## config.mk

```make
export PLATFORM = sky130hd
export DESIGN_NAME = score_display
export DESIGN_NICKNAME = d
export VERILOG_FILES = /design/src/rtl/score_display.sv
export SDC_FILE = /design/constraint.sdc
export NUM_CORES = 1
export LEC_CHECK = 0
export BUFFER_PORTS_ARGS = -buffer_cell sky130_fd_sc_hd__buf_2
export CORE_MARGIN = 2
export CORE_UTILIZATION = 30
export DETAILED_ROUTE_END_ITERATION = 7
export REMOVE_ABC_BUFFERS = 1
export SKIP_CTS_REPAIR_TIMING = 1
export SYNTH_ARGS = -nofsm -noshare
export SYNTH_HDL_FRONTEND = slang
export SYNTH_SLANG_ARGS = --single-unit
```

## constraint.sdc

```tcl
create_clock -name i_Clk -period 4.53 [get_ports i_Clk]
set_input_delay 0.2265 -clock i_Clk [delete_from_list [all_inputs] [get_ports i_Clk]]
set_output_delay 0.2265 -clock i_Clk [all_outputs]
set_load 0.01 [all_outputs]
```

## src/rtl/score_display.sv

```systemverilog
// Two-digit hex score display with blink sequences on score change.
// Short blink burst on any change; endless blink for win/lose codes.
module score_display #(
  parameter int         CLKS_PER_SEC = 25000000,
  parameter int         BLINK_COUNT  = 3,
  parameter logic [7:0] WIN_CODE     = 8'hA1,
  parameter logic [7:0] LOSE_CODE    = 8'hEE
) (
  input  logic       i_Clk,
  input  logic       i_Rst,
  input  logic [7:0] i_Score,
  output logic [6:0] o_Seg_Upper,
  output logic [6:0] o_Seg_Lower,
  output logic       o_Busy
);

  localparam int PHASE = CLKS_PER_SEC / 4;
  localparam int CW    = (PHASE > 1) ? $clog2(PHASE) : 1;
  localparam int PW    = (BLINK_COUNT > 1) ? $clog2(BLINK_COUNT) : 1;

  localparam logic [CW-1:0] PHASE_MAX = CW'(PHASE - 1);
  localparam logic [PW-1:0] PAIR_MAX  = PW'(BLINK_COUNT - 1);
  localparam logic [6:0]    BLANK     = 7'h7F;

  typedef enum logic [1:0] {
    IDLE,
    FLASH,
    CODE
  } state_t;

  state_t        state_q, state_d;
  logic [7:0]    score_q;
  logic [CW-1:0] phase_q, phase_d;
  logic [PW-1:0] pair_q, pair_d;
  logic          show_q, show_d;

  logic change;
  logic in_code;
  logic phase_end;
  logic cur_code;
  logic visible;
  logic [6:0] upper_d, lower_d;

  function automatic logic [6:0] hex_seg(input logic [3:0] nib);
    logic [6:0] seg;
    seg = BLANK;
    unique case (nib)
      4'h0: seg = 7'h40;
      4'h1: seg = 7'h79;
      4'h2: seg = 7'h24;
      4'h3: seg = 7'h30;
      4'h4: seg = 7'h19;
      4'h5: seg = 7'h12;
      4'h6: seg = 7'h02;
      4'h7: seg = 7'h78;
      4'h8: seg = 7'h00;
      4'h9: seg = 7'h10;
      4'hA: seg = 7'h08;
      4'hB: seg = 7'h03;
      4'hC: seg = 7'h46;
      4'hD: seg = 7'h21;
      4'hE: seg = 7'h06;
      4'hF: seg = 7'h0E;
    endcase
    return seg;
  endfunction

  assign change    = (i_Score != score_q);
  assign in_code   = (i_Score == WIN_CODE) || (i_Score == LOSE_CODE);
  assign phase_end = (phase_q == PHASE_MAX);

  always_comb begin
    state_d = state_q;
    phase_d = phase_q;
    pair_d  = pair_q;
    show_d  = show_q;
    if (change) begin
      phase_d = '0;
      pair_d  = '0;
      if (in_code) begin
        state_d = CODE;
        show_d  = 1'b1;
      end else begin
        state_d = FLASH;
        show_d  = 1'b0;
      end
    end else begin
      unique case (state_q)
        IDLE: begin
          phase_d = '0;
          pair_d  = '0;
          show_d  = 1'b1;
        end
        FLASH: begin
          if (phase_end) begin
            phase_d = '0;
            show_d  = ~show_q;
            // a pair completes at the end of its show half
            if (show_q) begin
              if (pair_q == PAIR_MAX) begin
                state_d = IDLE;
                show_d  = 1'b1;
                pair_d  = '0;
              end else begin
                pair_d = pair_q + PW'(1);
              end
            end
          end else begin
            phase_d = phase_q + CW'(1);
          end
        end
        CODE: begin
          if (phase_end) begin
            phase_d = '0;
            show_d  = ~show_q;
          end else begin
            phase_d = phase_q + CW'(1);
          end
        end
        default: begin
          state_d = IDLE;
          phase_d = '0;
          pair_d  = '0;
          show_d  = 1'b1;
        end
      endcase
    end
  end

  // Outputs follow the registered state, one clock behind it.
  assign cur_code = (score_q == WIN_CODE) || (score_q == LOSE_CODE);
  assign visible  = (state_q == IDLE) || show_q;

  always_comb begin
    upper_d = BLANK;
    lower_d = BLANK;
    if (visible) begin
      lower_d = hex_seg(score_q[3:0]);
      if ((score_q >= 8'h10) || cur_code) begin
        upper_d = hex_seg(score_q[7:4]);
      end
    end
  end

  always_ff @(posedge i_Clk) begin
    if (i_Rst) begin
      state_q     <= IDLE;
      score_q     <= 8'h00;
      phase_q     <= '0;
      pair_q      <= '0;
      show_q      <= 1'b1;
      o_Seg_Upper <= BLANK;
      o_Seg_Lower <= BLANK;
      o_Busy      <= 1'b0;
    end else begin
      state_q     <= state_d;
      score_q     <= change ? i_Score : score_q;
      phase_q     <= phase_d;
      pair_q      <= pair_d;
      show_q      <= show_d;
      o_Seg_Upper <= upper_d;
      o_Seg_Lower <= lower_d;
      o_Busy      <= (state_q != IDLE);
    end
  end

endmodule

```

# ---- After elaboration in Yosys (flattened, before gate mapping)
# Memories as Yosys holds them, arrays and structs flattened. A register that Yosys moved wholly into a read port is not among the register bits.
# Index checks and enable logic that the tools add are counted.
dict set report totals {
  regBits 37
  mem_bits_ro 224
  out_inout_bits 15
  word_cells 64
  n_memories 2
  input_bits 10
}
dict set report op_classes {
  order_cmp 1
  bitwise_logic 5
  n_addsub 2
  n_mux 17
  reduce_logical 15
  eq_ne 16
}
# memory depth word_bits read_ports rd_clocked_by_memory_dff write_ports line
set mem_list {}
lappend mem_list {{(no name shown)} 16 7 1 1 0 47} ;# unique case (nib)
lappend mem_list {{(no name shown)} 16 7 1 1 0 47}
# operator count
set ops {}
lappend ops {{$eq 8x8->1 const B} 4}
lappend ops {{$add 23x1->23 const B} 1}
lappend ops {{$eq 23x23->1 const B} 1}
lappend ops {{$mux 2} 8}
lappend ops {{$ne 3x3->1 const B} 4}
lappend ops {{$ge 8x5->1 const B} 1}
lappend ops {{$ne 8x8->1} 1}
lappend ops {{$pmux 2 s2} 2}
lappend ops {{$reduce_or 2->1} 4}
lappend ops {{$mux 1} 6}
lappend ops {{$not 1->1} 5}
lappend ops {{$eq 2x2->1 const B} 2}
lappend ops {{$logic_or 1x1->1} 4}
lappend ops {{$ne 2x2->1 const B} 2}
lappend ops {{$reduce_and 4->1} 1}
lappend ops {{$reduce_or 4->1} 1}
lappend ops {{$reduce_and 3->1} 1}
lappend ops {{$reduce_or 3->1} 1}
lappend ops {{$add 2x1->2 const B} 1}
lappend ops {{$eq 2x1->1 const B} 1}
lappend ops {{$logic_not 2->1} 1}
lappend ops {{$ne 2x1->1 const B} 1}
lappend ops {{$pmux 1 s2} 1}
lappend ops {{$reduce_and 2->1} 1}
lappend ops {{$reduce_bool 2->1} 1}

# ---- Logic depth before layout (Yosys ltp)
dict set report depth {
  ltp_word 6
  mapped_depth 7
  mapped_depth_nobuf 7
}

# ---- Least setup slack after synthesis
# No wires, ideal clock.
dict set report synth_timing {
  path_type {reg-to-reg}
  start {register phase_q[6]}
  end {register pair_q[1]}
  path_slack_ns 2.627
  t_arrival_ns 1.833
  period_less_slack_ns 1.903
  path_buffers 0
  required_ns 4.460
  path_stages_with_launch 6
  setup_ns 0.070
  cell_sequence {dfxtp_1 or4_1 nor3_2 nand3_2 or4b_1 a21oi_1}
}
dict set report synth_via {
  elab_chain_cells 3
}
# item line
set synth_rtl {}
lappend synth_rtl {{start: declaration} 33} ;# logic [CW-1:0] phase_q, phase_d;
lappend synth_rtl {{start signal: assignment} 158} ;# phase_q <= phase_d;
lappend synth_rtl {{$eq 23x23->1} 70} ;# assign phase_end = (phase_q == PHASE_MAX);
lappend synth_rtl {{$ne 2x2->1 (no source line)} n/a}
lappend synth_rtl {{$reduce_and 3->1 (no source line)} n/a}
lappend synth_rtl {{end signal: assignment} 159} ;# pair_q <= pair_d;
lappend synth_rtl {{end: declaration} 34} ;# logic [PW-1:0] pair_q, pair_d;
# Every way passes these cells.
# A chain may end at the register's enable or synchronous reset.

# ---- Worst setup path after layout
dict set report layout_timing {
  start {register score_q[3]}
  end {register phase_q[22]}
}
dict set report layout_via {
  elab_chain_cells 2
}
# item line
set layout_rtl {}
lappend layout_rtl {{start: declaration} 32} ;# logic [7:0] score_q;
lappend layout_rtl {{start signal: assignment} 157} ;# score_q <= change ? i_Score : score_q;
lappend layout_rtl {{$ne 8x8->1} 68} ;# assign change = (i_Score != score_q);
lappend layout_rtl {{$reduce_or 4->1 (no source line)} n/a}
# Every way passes these cells.

==> results.md <==
- Synth top cells by count: dfxtp_1 (51), nor2_1 (45), nand2_1 (19)
- Clk network pwr share: 33.1%
- WS Path Type: flip-flop to flip-flop
- Ys flop type: dfxtp_1
- First-pass GRT wire length: slightly above 8 mm
- Row count: 33
- Setup violators final: 0
- Worst Setup End Kind: flip-flop
- P_int: 0.000624 W
- Startpoint types: flip-flop
- Placed inst area: 2740 um^2
- Cell taking the most area after synthesis: dfxtp_1
- Seq pwr share: between 50% and 60%
- Sw frac: between 20% and 30%
- Critical path buffers and inverters: 0
- Crit-path cells: xnor2_1 > nand4_1 > or3_1 > or3b_1 > nor2_1
- Max VDD drop: 133 uV
- # DRC: 0
- Antenna diodes: 0
- Slew Limit Headroom: a little under two fifths
- Vias: a little under 2000
- HPWL Detailed: roughly 3.5 mm
- Total Die Area: ~9000 um^2
- Main area contributors after synthesis: dfxtp_1 (40%), ha_1 (7.4%), nor2_1 (6.7%)
- Initial antenna violation count: 0
- Cts bufs inserted: 5
- Number of synthesized register bits: 51
- # nets final: 337
- Slowest CP cell: or3b_1
- Avg Vias per Cell: 4.69
- Clk root buf: clkbuf_8
- DR iter-0 viols: 58
- Register area share after synthesis: about 40%
- Asr flop ratio synth: 0%
- RR Startpoint: score_q[3]
- Htree depth: 2
- R2r endpoint: phase_q[22]
- # IOs: 25
- R2R cell count: 5
- Vias in the first global route: 1791
- Outcome: finished, final reports clean
- Worst EP required: 4.75 ns
- Final instance area: 2840 um^2
- Area delta synth->final: 12.2%
- Tcrit/Tclk final: between 50% and 60%
- Die X: 95.8 um
- Hold wc startpoint: i_Score[5]
- Syn Inst Count: 289
- Hold Path Class: input pin to flip-flop
- Drt wl/cell: 11.6 um
- Clock Tree Buf Depth: 2
- Synthesized area: approximately 2500 um^2
- Inst Count DP: 410
- Total gr overflow: 0
- Synth Warn #: 0
- Yosys top cell area share: 40.4%
- CP Max Fanout: 23
- Clock insertion delay at the later pin of the skew report: approximately 0.3 ns
- Setup TNS: 0 ns
- ANT nets after route: 0
- Worst slew pin tran: 0.922 ns
- Syn avg cell area: 8.75 um^2
- Arr. time, crit path: 2.64 ns
- Pwr/cell area: between 200 and 300 nW/um^2
- Tmin final: 2.42 ns
- Cell with the most instances after synthesis: dfxtp_1
- DRT Pass-1 Iters: 4
- Final Hold Fails: 0
- TritonCTS clock tree: built
- Post-Place Setup Slack: between 2 and 2.5 ns
- Cell family with most CP delay: simple AND/OR/NAND/NOR gates
- P_sw: 0.000205 W
- Hold Path Sink: score_q[5]
- Reg2Reg Setup Slack: 2.11 ns
- RePlAce Congestion: 0.841
- CTS sink count: around 50
- Clock slew at the register clock pins of the worst setup and hold paths: 0.10 ns
- Starting Density: 30.9%
- Logic pwr share: a little under a tenth
- Buffers on Ports: 24
- RSZ-0062 raised after global routing: no
- Die Ht: 95.8 um
- Final Max Tran Viols: 0
- Tot GR Track Use: 11.1%
- Largest stage delay, worst path: 0.70 ns
- Clk_skew: 0.0152 ns
- Layout Cells excl Fill: 418
- Max Cap Viol: 0
- Pin count of the biggest net entering global routing: 24
- Drt total wl: roughly 4.8 mm
- P_leak: 0.984 nW
- Core Region: 8180 um^2
- Max Fclk: 414 MHz
- Synth cell types: 45
- EDFF count, synth: 0
- Worst Slack Setup Final: roughly 2.1 ns
- Hold path depth: 2
- Share of cells above drive strength 1: 13.1%
through the flow:
step                      util, %  power [W]  hold slack (ns)
after global routing         34.7   0.000875            0.183
final                        34.7   0.000829            0.188
after detailed placement     33.5   0.000566            0.438
after floorplan                 -   0.000534            0.293
after CTS                    34.7   0.000846            0.180
after global placement       33.5   0.000565            0.428
how the worst max path moves through the flow:
stage,slack (ns),to,startpoint,cells after the start
2_1_floorplan,2.49,phase_q[10],phase_q[6],5
3_5_place_dp,2.11,phase_q[12],phase_q[6],5
3_3_place_gp,2.15,phase_q[18],phase_q[6],5
4_1_cts,2.07,phase_q[22],phase_q[6],5
5_1_grt,1.89,phase_q[19],score_q[3],5
6_report,2.11,phase_q[22],score_q[3],5
layout make-up:
cell class | count | area (um^2)
Tap cell | 105 | 131
Multi-Input combinational cell | 218 | 1430
Sequential cell | 51 | 1020
Clock inverter | 1 | 8.76
Inverter | 12 | 45.0
Fill cell | 864 | 5340
Timing Repair Buffer | 24 | 120
Clock buffer | 7 | 86.3
cells in the final DEF, fill, tap and decap left out, types with 4 or more instances in the layout:
| cell | Yosys | final |
|---|---|---|
| o211ai_1 | 4 | 4 |
| ha_1 | 15 | 15 |
| a21oi_1 | 6 | 6 |
| nand4_1 | 8 | 8 |
| buf_2 | 1 | 24 |
| o21ai_0 | 12 | 12 |
| nor2b_1 | 14 | 14 |
| inv_1 | 12 | 12 |
| clkbuf_8 | 0 | 6 |
| dfxtp_1 | 51 | 51 |
| xor2_1 | 13 | 13 |
| nor2_1 | 45 | 45 |
| and3_1 | 4 | 4 |
| nand3_1 | 13 | 13 |
| nor3_1 | 5 | 5 |
| o311ai_0 | 6 | 6 |
| xnor2_1 | 16 | 16 |
| nand2_1 | 19 | 19 |
registers in the layout, summed over array words and instances, names as in the netlist:
signal       cells
phase_q         23
show_q           1
o_Seg_Lower      7
o_Busy           1
score_q          8
o_Seg_Upper      7
state_q          2
pair_q           2
power groups by stage:
stage          combinational [W]  clock (W)  sequential (W)
4_1_cts                0.0000790   0.000290        0.000477
2_1_floorplan          0.0000430          0        0.000491
6_report               0.0000776   0.000275        0.000477
5_1_grt                0.0000886   0.000307        0.000480
3_3_place_gp           0.0000779          0        0.000487
3_5_place_dp           0.0000785          0        0.000487
cells by family after synthesis:
kind of cell | synth area share [%]
flops | 40.4
fa+ha+maj | 7.42
buf+inv | 3.31
simple gates | 28.8
compound gates | 9.60
xor+xnor | 10.0
mux | 0.445
routing by layer:
layer	global-route usage (%)	vias up	share of wire [%]
li1	-	1044	-
met1	14.3	890	47
met2	18.4	23	48
met3	2.74	5	3.5
met4	3.21	0	0.91
met5	0	-	0
Note: power is estimated with default switching activity, not from simulation.
